`src/rtl/tlb_lookup_arbiter.sv`:
```
// Purpose: shares one combinational TLB lookup port between instruction-fetch (I) and load/store (D) requesters.
// Latency: accept in T, TLB strobe in T+1, registered response valid from T+2 until taken (max 1 request per 3 cycles).
// Backpressure: requests are accepted only in IDLE; the response is held stable until the owning port asserts resp_ready.
module tlb_lookup_arbiter #(
    parameter int D_PRIORITY = 0,
    parameter int CNT_W      = 16
) (
    input  logic             clk,
    input  logic             rst,

    input  logic             i_req_valid,
    output logic             i_req_ready,
    input  logic [31:0]      i_vaddr,
    input  logic             i_flush,
    output logic             i_resp_valid,
    input  logic             i_resp_ready,

    input  logic             d_req_valid,
    output logic             d_req_ready,
    input  logic [31:0]      d_vaddr,
    input  logic             d_is_store,
    output logic             d_resp_valid,
    input  logic             d_resp_ready,

    output logic             resp_hit,
    output logic [31:0]      resp_paddr,
    output logic             resp_exc_valid,
    output logic [4:0]       resp_exc_code,

    output logic             tlb_req_valid,
    output logic [31:0]      tlb_vaddr,
    output logic             tlb_is_store,
    input  logic             tlb_hit,
    input  logic [31:0]      tlb_paddr,
    input  logic             tlb_exc_valid,
    input  logic [4:0]       tlb_exc_code,

    output logic [CNT_W-1:0] i_lookup_cnt,
    output logic [CNT_W-1:0] d_lookup_cnt,
    output logic [CNT_W-1:0] exc_cnt
);

    localparam logic [1:0] ST_IDLE   = 2'd0;
    localparam logic [1:0] ST_LOOKUP = 2'd1;
    localparam logic [1:0] ST_RESP   = 2'd2;

    // Port identifiers used for owner and rr_ptr.
    localparam logic OWN_I = 1'b0;
    localparam logic OWN_D = 1'b1;

    localparam logic [CNT_W-1:0] CNT_ONE = {{(CNT_W-1){1'b0}}, 1'b1};
    localparam logic [CNT_W-1:0] CNT_MAX = {CNT_W{1'b1}};

    logic [1:0]  state;
    logic [1:0]  state_nxt;
    logic        owner;
    logic        rr_ptr;
    logic [31:0] lat_vaddr;
    logic        lat_is_store;

    logic        i_cand;
    logic        d_cand;
    logic        grant_any;
    logic        grant_d;
    logic        flush_kill;
    logic        resp_fire;
    logic        in_idle;
    logic        in_lookup;
    logic        in_resp;

    assign in_idle   = (state == ST_IDLE);
    assign in_lookup = (state == ST_LOOKUP);
    assign in_resp   = (state == ST_RESP);

    // A flush in IDLE removes the I request from arbitration for that cycle.
    assign i_cand = i_req_valid && !i_flush;
    assign d_cand = d_req_valid;

    // Arbitration: single requester wins outright; on contention D wins under
    // fixed priority, otherwise the port named by rr_ptr wins.
    always_comb begin
        grant_any = 1'b0;
        grant_d   = OWN_I;
        if (in_idle && !rst) begin
            if (i_cand && d_cand) begin
                grant_any = 1'b1;
                grant_d   = (D_PRIORITY != 0) ? OWN_D : rr_ptr;
            end else if (i_cand) begin
                grant_any = 1'b1;
                grant_d   = OWN_I;
            end else if (d_cand) begin
                grant_any = 1'b1;
                grant_d   = OWN_D;
            end
        end
    end

    assign i_req_ready = grant_any && (grant_d == OWN_I);
    assign d_req_ready = grant_any && (grant_d == OWN_D);

    // An I flush only kills a transaction that I owns; D traffic ignores it.
    assign flush_kill = i_flush && (owner == OWN_I) && (in_lookup || in_resp);

    // The response handshake only counts for the owning port's resp_ready.
    assign resp_fire = in_resp && !flush_kill &&
                       ((owner == OWN_D) ? d_resp_ready : i_resp_ready);

    // Masking i_resp_valid with i_flush guarantees no I handshake in a flush cycle.
    assign i_resp_valid = in_resp && (owner == OWN_I) && !i_flush;
    assign d_resp_valid = in_resp && (owner == OWN_D);

    // The TLB sees the latched request; only the strobe is state-dependent.
    assign tlb_req_valid = in_lookup;
    assign tlb_vaddr     = lat_vaddr;
    assign tlb_is_store  = lat_is_store;

    // Next-state selection for the IDLE -> LOOKUP -> RESP sequence.
    always_comb begin
        state_nxt = state;
        case (state)
            ST_IDLE: begin
                if (grant_any) begin
                    state_nxt = ST_LOOKUP;
                end
            end
            ST_LOOKUP: begin
                state_nxt = flush_kill ? ST_IDLE : ST_RESP;
            end
            ST_RESP: begin
                if (flush_kill || resp_fire) begin
                    state_nxt = ST_IDLE;
                end
            end
            default: begin
                state_nxt = ST_IDLE;
            end
        endcase
    end

    // State register.
    always_ff @(posedge clk or posedge rst) begin
        if (rst) begin
            state <= ST_IDLE;
        end else begin
            state <= state_nxt;
        end
    end

    // Latch the winning request and advance the round-robin pointer at accept.
    always_ff @(posedge clk or posedge rst) begin
        if (rst) begin
            owner        <= OWN_I;
            rr_ptr       <= OWN_I;
            lat_vaddr    <= 32'd0;
            lat_is_store <= 1'b0;
        end else if (grant_any) begin
            owner        <= grant_d;
            rr_ptr       <= ~grant_d;
            lat_vaddr    <= (grant_d == OWN_D) ? d_vaddr : i_vaddr;
            lat_is_store <= (grant_d == OWN_D) && d_is_store;
        end
    end

    // Capture the combinational TLB result during the single LOOKUP cycle.
    always_ff @(posedge clk or posedge rst) begin
        if (rst) begin
            resp_hit       <= 1'b0;
            resp_paddr     <= 32'd0;
            resp_exc_valid <= 1'b0;
            resp_exc_code  <= 5'd0;
        end else if (in_lookup && !flush_kill) begin
            resp_hit       <= tlb_hit;
            resp_paddr     <= tlb_paddr;
            resp_exc_valid <= tlb_exc_valid;
            resp_exc_code  <= tlb_exc_code;
        end
    end

    // Saturating completion counters, stepped only on a real response handshake.
    always_ff @(posedge clk or posedge rst) begin
        if (rst) begin
            i_lookup_cnt <= '0;
            d_lookup_cnt <= '0;
            exc_cnt      <= '0;
        end else if (resp_fire) begin
            if (owner == OWN_I && i_lookup_cnt != CNT_MAX) begin
                i_lookup_cnt <= i_lookup_cnt + CNT_ONE;
            end
            if (owner == OWN_D && d_lookup_cnt != CNT_MAX) begin
                d_lookup_cnt <= d_lookup_cnt + CNT_ONE;
            end
            if (resp_exc_valid && exc_cnt != CNT_MAX) begin
                exc_cnt <= exc_cnt + CNT_ONE;
            end
        end
    end

endmodule

```
`config.mk`:
```
export PLATFORM = sky130hd
export DESIGN_NAME = tlb_lookup_arbiter
export DESIGN_NICKNAME = d
export VERILOG_FILES = /design/src/rtl/tlb_lookup_arbiter.sv
export SDC_FILE = /design/constraint.sdc
export NUM_CORES = 1
export LEC_CHECK = 0
export CAP_MARGIN = 10
export CORE_MARGIN = 2
export CORE_UTILIZATION = 45
export DETAILED_ROUTE_END_ITERATION = 7
export PLACE_DENSITY = 0.95
export SETUP_SLACK_MARGIN = 0.05
export SLEW_MARGIN = 20
export SYNTH_ARGS = -nofsm -noshare
export SYNTH_HDL_FRONTEND = slang
export SYNTH_SLANG_ARGS = --single-unit
```
`constraint.sdc`:
```
create_clock -name clk -period 12.85 [get_ports clk]
set_input_delay 2.57 -clock clk [delete_from_list [all_inputs] [get_ports clk]]
set_output_delay 2.57 -clock clk [all_outputs]
set_load 0.1 [all_outputs]
```
* Word level (Yosys, flattened, before mapping) *
Cells that the tools add are included.
W data, S select, Z words.

operators by class
  $add $sub $neg = 3
  $mul = 0
  div/mod/pow operators = 0
  magnitude comparators = 0
  equality and inequality tests = 7
  shifts and indexed selects = 0
  muxes and demuxes = 13
  bitwise gates (word level) = 2
  reductions and logical operators = 27

operator list
  kind                     number
  $add A16 B1 Y16 const B  3
  $ne A16 B16 Y1 const B   3
  $mux W32                 1
  $logic_and A1 B1 Y1      17
  $mux W1                  8
  $reduce_and A2 Y1        4
  $mux W2                  3
  $pmux W2 S3              1
  $logic_not A1 Y1         3
  $eq A2 B1 Y1 const B     1
  $eq A2 B2 Y1 const B     1
  $logic_not A2 Y1         1
  $logic_or A1 B1 Y1       2
  $ne A2 B1 Y1 const B     1
  $ne A2 B2 Y1 const B     1
  $not A1 Y1               2

word-level totals
  register bits = 124
  bits in latches = 0
  memory bits (writable) = 0
  memory bits (read-only) = 0
  input port bits = 111
  output and inout bits = 125
  logic and storage cells = 64
  memories = 0

* Longest topological paths before layout *
Gate-level depths: netlist of the first run.

  word-level depth = 9
  depth in mapped cells = 9
  gate-level depth less buffers = 7

* Least setup slack after synthesis of the first run *
Ideal clock, no wire load.

  kind = input-to-output
  start point = input rst
  end point = output d_req_ready
  arrival time = 4.091 ns
  data required time = 10.280 ns
  path slack = 6.189 ns
  stages = 4
  path buffers = 2
  path through = nor2b_1 o311a_1 buf_2 buf_1

between the ends
  cells in the longest elaborated chain, start to end = 4
  elaborated cells on any way between the ends = 5
  classes of those cells = mux (2); reduce/logical (3)

ends and longest elaborated chain
  element                              RTL line  source
  from (decl)                          9         input logic rst,
  $logic_not A1 Y1 (no source line) *  --
  $logic_and A1 B1 Y1 *                84        if (in_idle && !rst) begin
  $mux W1                              84
  $logic_and A1 B1 Y1 *                99        assign d_req_ready = grant_any && (grant_d == OWN_D);
  to (decl)                            19        output logic d_req_ready,

Mark *: on every way between the ends. The rest lies on a longest branch, timed or not.

* Worst setup path in the final report of the first run *
  start point = input i_flush
  end point = output i_req_ready

between the ends
  cells in the longest elaborated chain, start to end = 7
  elaborated cells on any way between the ends = 11
  classes of those cells = mux (6); bitwise (1); reduce/logical (4)

ends and longest elaborated chain
  element                                                RTL line  source
  from (decl)                                            14        input logic i_flush,
  $logic_not A1 Y1 *                                     76        assign i_cand = i_req_valid && !i_flush;
  $logic_and A1 B1 Y1 *                                  76
  $mux W1 / $logic_and A1 B1 Y1 (equally long branches)  88, 85
  $mux W1                                                85        if (i_cand && d_cand) begin
  $mux W1                                                84
  $not A1 Y1                                             98        assign i_req_ready = grant_any && (grant_d == OWN_I);
  $logic_and A1 B1 Y1 *                                  98
  to (decl)                                              12        output logic i_req_ready,

Marked as above.

==> run summary, run 1 <==
Seq cells post-synth: 124
DR WL/cell: 18.3 um
critical path class: primary input to output port
sink of the worst hold path: tlb_vaddr[3]$_DFFE_PP0P_
Final TNS setup: 0 ns
layout net count: 808
Hold Startpoint: tlb_vaddr[3]$_DFFE_PP0P_
first-pass GRT wire length: 24400 um
Crit path required time: 10.28 ns
Setup crit end kind: output port
Synth cell types: 47
hpwl dp: 11200 um
initial core utilization: 46.6%
CP Data Arrival Time: 5.71 ns
die width: 113 um
Setup Fix Bufs, Post-CTS: 0
Worst Hold Path Cells: 2
DIE HEIGHT: 113 um
top-area cell type share of the netlist area: 57.8%
Routed Antenna Nets: 0
Port Buffers: 235
period utilisation layout: 64.5%
CTS Root Cell: clkbuf_16
initial drt markers: 236
R2R depth: 8
worst-path maximum fanout: 36
CP cell instances: clkdlybuf4s50_1, o311a_1, buf_4, nor2_4, clkdlybuf4s50_1
most frequent cells in the layout: 235 x clkdlybuf4s50_1, 124 x dfrtp_1, 79 x nand2_1, 41 x mux2_2, 32 x a22oi_1
Num CTS Buffers: 17
Worst Setup Start Kind: primary input
status: complete, but fails checks
Crit Reg-Reg Endpoint: tlb_vaddr[4]$_DFFE_PP0P_
number of global-route vias before repair: 4928
most common cell after layout, fill and taps aside: clkdlybuf4s50_1
EDFF count, synth: 0
violated checks: design-rule violations
slowest cell on the critical path: clkdlybuf4s50_1
GRT Util Overall: 24.8%
xor and xnor area share after synthesis: 7.02%
Clock Tree Buf Depth: 2
largest net degree at the start of global routing: 80
sequential fraction of the synthesis area: 57.8%
final hold vios: 0
placer congestion estimate: 0.921
register-to-register setup slack: 10.62 ns
Core Region: 11500 um^2
main combinational cell family by area after synthesis: simple AND/OR/NAND/NOR gates
Compound-Gate Fraction of Synth Area: 8.12%
Slew @ Worst Pin: 1.03 ns
Synth Area in Simple Gates: 14.4%
layout cells sized above 1: 13.1%
total grt overflow: 0
Worst-Skew Late Latency: 0.41 ns
yosys warns: 0
vias per cell: 5.42
Post-Synth Adder-Cell Area: 1.40%
synth top area cells: dfrtp_1 58%, mux2_2 8.6%, nand2_1 5.5%
Max Clk Rate: 0.121 GHz
Final Max Slew Viols: 0
antenna violations before repair: 0
Async S/R FF share, synth: 100%
final setup violation count: 0
HP Class: flop to flop
mapped cell area: 5370 um^2
Mean Syn Cell Area: 12.0 um^2
P&R area growth vs syn: 58.0%
Sink Count: 124
Largest stage delay, worst path: 1.27 ns
hold_ws: 0.488 ns
post-synthesis mux area share: 9.38%
# rows: 39
cell family with most CP delay: buffers and inverters
routed via count: 4587
die area: 12800 um^2
Rel. slew slack: 31.0%
Mapped Nets: 565
post_cts resized: 0
crit-path most repeated cell: clkdlybuf4s50_1
DR pass1 iterations: 6
CTS tree: yes
fillcell total: 745
ant diodes: 0
Synth Flop Type: dfrtp_1
Syn Inst Count: 448
setup repair after global routing missed its margin: no
Residual DRC: 11
Ports: 236
H-tree Lvls: 4
DRT Wirelength: 15500 um
Clock transition at path regs: 0.05 ns
clk_skew: 0.00617 ns
Synth area leader: dfrtp_1
max cap viols: 0
reg2reg start: state[0]$_DFFE_PP0P_
Hold Buf Count CTS: 0
Worst Path Buf+Inv: 3
Tmin final: 8.28 ns
## Yosys cell counts (2+ instances only)
library cell  count
dfrtp_1         124
nand2_1          79
mux2_2           41
a22oi_1          32
xnor2_1          26
nand3_1          18
xor2_1           17
nand4_1          12
buf_2             9
inv_1             8
and4_1            7
nor3_1            7
and3_1            6
ha_1              6
a21oi_1           5
clkbuf_1          5
nor2_1            5
nor2b_1           5
mux2i_1           3
a21o_1            2
and2_1            2
and3_2            2
nor2_2            2
o21ai_0           2
## cell families after synthesis
| logic type | after synthesis |
|---|---|
| AND/OR/NAND/NOR | 153 |
| flip-flops | 124 |
| AO/OA/AOI/OAI | 54 |
| multiplexers | 45 |
| XOR/XNOR | 43 |
| buffers and inverters | 23 |
| adder cells (fa/ha/maj) | 6 |
## worst register-to-register path, delay by kind of cell, from the launching register on
family	cells	cell delay, ns
fa+ha+maj	1	0.21
simple gates	4	1.14
flops	1	0.39
buf+inv	2	0.35
compound gates	1	0.07
## how the worst max path moves through the flow
| stage | start | end | slack [ns] | cells after the start |
|---|---|---|---|---|
| after detailed placement | i_flush | i_req_ready | 4.61 | 5 |
| after global placement | i_flush | i_req_ready | 4.21 | 5 |
| after global routing | i_flush | i_req_ready | 4.48 | 5 |
| after CTS | i_flush | i_req_ready | 4.60 | 5 |
| final | i_flush | i_req_ready | 4.57 | 5 |
| after floorplan | rst | d_req_ready | 6.19 | 4 |
## flip-flops by register name, summed over array words and instances, names as in the netlist, 2 cells and up
name           flops
d_lookup_cnt      16
exc_cnt           16
i_lookup_cnt      16
resp_exc_code      5
resp_paddr        32
state              2
tlb_vaddr         32
## metrics by stage
| step | instances | area, um^2 | setup slack (ns) | utilization (%) |
|---|---|---|---|---|
| floorplan | 448 | 5370 | 6.19 | - |
| global placement | 815 | 7870 | 4.21 | 68.4 |
| detailed placement | 815 | 7880 | 4.61 | 68.4 |
| CTS | 847 | 8470 | 4.60 | 73.6 |
| global route | 847 | 8480 | 4.48 | 73.6 |
| finish | 847 | 8480 | 4.57 | 73.6 |
## per-layer routing
metal  wire length (um)  share of wire [%]  vias up  GRT usage (%)
li1                   -                  -     2066              -
met1               5660                 37     2277           26.3
met2               8160                 53      191           43.1
met3                971                6.3       53           8.19
met4                699                4.5        0           14.4
met5                  0                  0        -              0
## area by class of cell
cell class,instances,area (um^2),area share [%]
timing repair buffer,239,2390,28.2
multi-input combinational,301,2180,25.7
sequential,124,3100,36.6
clock buffer,26,539,6.36
clock inverter,6,55.1,0.650
tap,143,179,2.11
inverter,8,32.5,0.384
Power of run 1 is left out: the tool's default activity adds up to more than one toggle a clock period on the data nets, which glitch-free logic cannot reach.
==> run 2, diff against run 1 <==
Settings changed: CORE_UTILIZATION 45 to 38, PLACE_DENSITY 0.95 to 0.89.
Clock period 12.85 ns to 7.05 ns, I/O delays scaled along.
==> run 2 against run 1 <==
The run now ends clean; core utilization shrank 12 points; cell count increased by 4.5%; highest routed layer unchanged; critical path type unchanged; hold slack improved by 0.0055 ns; non-clock buffer count rose by 1; global-route usage is 5.0 points lower.
==> run summary, run 2 (same netlist as run 1, synthesis figures left out) <==
status: complete, no violations
Setup Fix Bufs, Post-CTS: 0
CP cell instances: clkdlybuf4s50_1, inv_1, and2_1, clkdlybuf4s50_1
CTS tree: yes
vias per cell: 5.06
initial drt markers: 208
Hold Buf Count CTS: 0
first-pass GRT wire length: 22900 um
clk_skew: 0.00643 ns
period utilisation layout: 69.0%
most common cell after layout, fill and taps aside: clkdlybuf4s50_1
total grt overflow: 0
Tmin final: 4.86 ns
hpwl dp: 11000 um
H-tree Lvls: 4
DR pass1 iterations: 5
largest net degree at the start of global routing: 66
layout cells sized above 1: 13.3%
Sink Count: 124
Worst Path Buf+Inv: 3
DRT Wirelength: 14800 um
Clock transition at path regs: 0.05 ns
Routed Antenna Nets: 0
P&R area growth vs syn: 59.1%
CP Data Arrival Time: 3.45 ns
setup repair after global routing missed its margin: no
slowest cell on the critical path: clkdlybuf4s50_1
initial core utilization: 38.8%
final hold vios: 0
Crit path required time: 5.64 ns
hold_ws: 0.494 ns
Largest stage delay, worst path: 1.14 ns
worst-path maximum fanout: 5
die area: 15100 um^2
Setup crit end kind: output port
die width: 123 um
antenna violations before repair: 0
Max Clk Rate: 0.206 GHz
CTS Root Cell: clkbuf_16
most frequent cells in the layout: 233 x clkdlybuf4s50_1, 124 x dfrtp_1, 79 x nand2_1, 41 x mux2_2, 32 x a22oi_1
max cap viols: 0
ant diodes: 0
Worst Setup Start Kind: primary input
HP Class: flop to flop
Ports: 236
# rows: 43
number of global-route vias before repair: 4661
Slew @ Worst Pin: 1.03 ns
post_cts resized: 0
final setup violation count: 0
routed via count: 4475
Final Max Slew Viols: 0
Worst-Skew Late Latency: 0.42 ns
Core Region: 13800 um^2
cell family with most CP delay: buffers and inverters
Residual DRC: 0
Rel. slew slack: 31.3%
Final TNS setup: 0 ns
placer congestion estimate: 0.877
Port Buffers: 235
DR WL/cell: 16.7 um
Num CTS Buffers: 17
critical path class: primary input to output port
layout net count: 809
crit-path most repeated cell: clkdlybuf4s50_1
Clock Tree Buf Depth: 2
final core utilization: 61.8%
DIE HEIGHT: 123 um
GRT Util Overall: 19.8%
==> run 2: worst paths after layout <==
kind | startpoint | to | slack (ns) | depth (start not counted)
min in group asynchronous | rst | tlb_vaddr[10]$_DFFE_PP0P_ | 1.53 | 2
hold / removal | d_lookup_cnt[15]$_DFFE_PP0P_ | d_lookup_cnt[15]$_DFFE_PP0P_ | 0.49 | 1
max in group asynchronous | rst | exc_cnt[2]$_DFFE_PP0P_ | 4.26 | 3
setup / recovery | i_flush | i_resp_valid | 2.19 | 4
setup reg to reg | state[1]$_DFFE_PP0P_ | tlb_vaddr[8]$_DFFE_PP0P_ | 4.89 | 9
hold reg to reg | d_lookup_cnt[15]$_DFFE_PP0P_ | d_lookup_cnt[15]$_DFFE_PP0P_ | 0.49 | 1
==> run 2: layer usage <==
metal / track usage (%) / wire length, um / up-vias
li1: - / - / 2061
met1: 22.8 / 5750 / 2197
met2: 33.4 / 7710 / 178
met3: 5.90 / 894 / 39
met4: 10.1 / 453 / 0
met5: 0 / 0 / -
==> run 2: final cells by class <==
type,count,area [um^2]
clock buffers,20,447
clock inverters,12,170
fillers,1032,5290
inverters,8,32.5
multi-input cells,301,2180
flip-flops and latches,124,3100
well taps,180,225
repair buffers,240,2380
==> run 2: stage by stage <==
step | area (um^2) | std cells | setup slack [ns]
2_1_floorplan | 5370 | 448 | 2.34
3_3_place_gp | 7920 | 853 | 2.19
3_5_place_dp | 7920 | 853 | 2.17
4_1_cts | 8540 | 885 | 2.17
5_1_grt | 8540 | 885 | 2.08
6_report | 8540 | 885 | 2.19
Power of run 2 is left out for the same reason.
==> run 3, diff against run 2 <==
Clock period 7.05 ns to 4.2 ns, I/O delays scaled along.
==> run 3 against run 2 <==
Sequential share of layout area increased by 0.33 points; routed wire length grew 0.75%; hold slack improved by 0.00067 ns; sequential cell count did not move; first-iteration DRC count increased by 8.7%; largest cell class unchanged; register-to-register slack worse by 2.8 ns; core utilization fell by 0.55 points; via count is 0.69% lower; clock skew grew 0.0018 ns; count of clock-buffer cells in the layout grew 1; critical endpoint is now i_req_ready; setup slack lost 1.2 ns.
==> run summary, run 3 (same netlist as run 1, synthesis figures left out) <==
status: complete, no violations
Max Clk Rate: 0.315 GHz
vias per cell: 5.03
Place WS: 1.02 ns
largest net degree at the start of global routing: 55
first-pass GRT wire length: 23100 um
initial drt markers: 226
placer congestion estimate: 0.828
setup repair after global routing missed its margin: no
routed via count: 4444
Hold Startpoint: tlb_vaddr[31]$_DFFE_PP0P_
final setup violation count: 0
CTS Root Cell: clkbuf_16
HP Class: flop to flop
max cap viols: 0
Num CTS Buffers: 17
register-to-register setup slack: 2.06 ns
layout net count: 810
sink of the worst hold path: tlb_vaddr[31]$_DFFE_PP0P_
critical path class: primary input to output port
slowest cell on the critical path: clkdlybuf4s50_1
CP Data Arrival Time: 2.33 ns
DR pass1 iterations: 4
Worst Hold Path Cells: 2
most common cell after layout, fill and taps aside: clkdlybuf4s50_1
# rows: 43
Clock Tree Buf Depth: 2
CP cell instances: clkdlybuf4s50_1, o311a_1, nor2_2, buf_12
Final WS setup: 1.03 ns
layout cells sized above 1: 13.4%
Crit Reg-Reg Endpoint: exc_cnt[1]$_DFFE_PP0P_
Rel. slew slack: 31.0%
GRT Util Overall: 20.0%
Hold Buf Count CTS: 0
reg2reg start: state[0]$_DFFE_PP0P_
Tmin final: 3.17 ns
Final TNS setup: 0 ns
hpwl dp: 11000 um
Ports: 236
number of global-route vias before repair: 4648
initial core utilization: 38.8%
Port Buffers: 235
worst-path maximum fanout: 5
final hold vios: 0
die width: 123 um
DR WL/cell: 16.9 um
Crit path required time: 3.36 ns
final core utilization: 61.2%
post_cts resized: 0
P&R area growth vs syn: 57.7%
Worst-Skew Late Latency: 0.41 ns
Sink Count: 124
total grt overflow: 0
Final Max Slew Viols: 0
antenna violations before repair: 0
period utilisation layout: 75.5%
Slew @ Worst Pin: 1.03 ns
clk_skew: 0.00819 ns
H-tree Lvls: 4
CTS tree: yes
Core Region: 13800 um^2
R2R depth: 6
Worst Setup Start Kind: primary input
Clock transition at path regs: 0.06 ns
Largest stage delay, worst path: 0.55 ns
Routed Antenna Nets: 0
Residual DRC: 0
die area: 15100 um^2
DRT Wirelength: 14900 um
ant diodes: 0
Setup Fix Bufs, Post-CTS: 0
most frequent cells in the layout: 231 x clkdlybuf4s50_1, 124 x dfrtp_1, 79 x nand2_1, 41 x mux2_2, 32 x a22oi_1
DIE HEIGHT: 123 um
Setup crit end kind: output port
-- run 3: final cells by class --
class	instances	area (um^2)
Sequential cell	124	3100
Inverter	8	32.5
Clock buffer	21	450
Multi-Input combinational cell	301	2180
Clock inverter	9	50.0
Timing Repair Buffer	241	2420
Tap cell	180	225
Fill cell	1073	5370
-- run 3: per-layer routing --
metal	wire length [um]	GRT usage, %
met1	5860	23.4
met2	7980	34.4
met5	0	0
met3	805	5.44
met4	268	8.12
-- run 3: metrics by stage --
stage / instance area, um^2 / cells / hold WS, ns
4_1_cts: 8460 / 884 / 0.498
2_1_floorplan: 5370 / 448 / 0.451
6_report: 8460 / 884 / 0.494
3_5_place_dp: 7960 / 854 / 0.484
3_3_place_gp: 7960 / 854 / 0.463
5_1_grt: 8460 / 884 / 0.519
-- run 3: worst max-delay path: cells and delay by family --
kind	cells	cell delay, ns
buffers and inverters	2	0.76
AOI/OAI and AO/OA	1	0.49
and+or+nand+nor	1	0.24
-- run 3: how the worst max path moves through the flow --
stage | depth (start not counted) | slack, ns | to | startpoint
4_1_cts | 4 | 1.01 | i_req_ready | i_flush
3_3_place_gp | 4 | 1.01 | i_req_ready | i_flush
6_report | 4 | 1.03 | i_req_ready | i_flush
5_1_grt | 4 | 0.95 | i_req_ready | i_flush
3_5_place_dp | 4 | 1.02 | i_req_ready | i_flush
2_1_floorplan | 1 | 0.06 | d_lookup_cnt[0]$_DFFE_PP0P_ | rst
Power of run 3 is left out for the same reason.
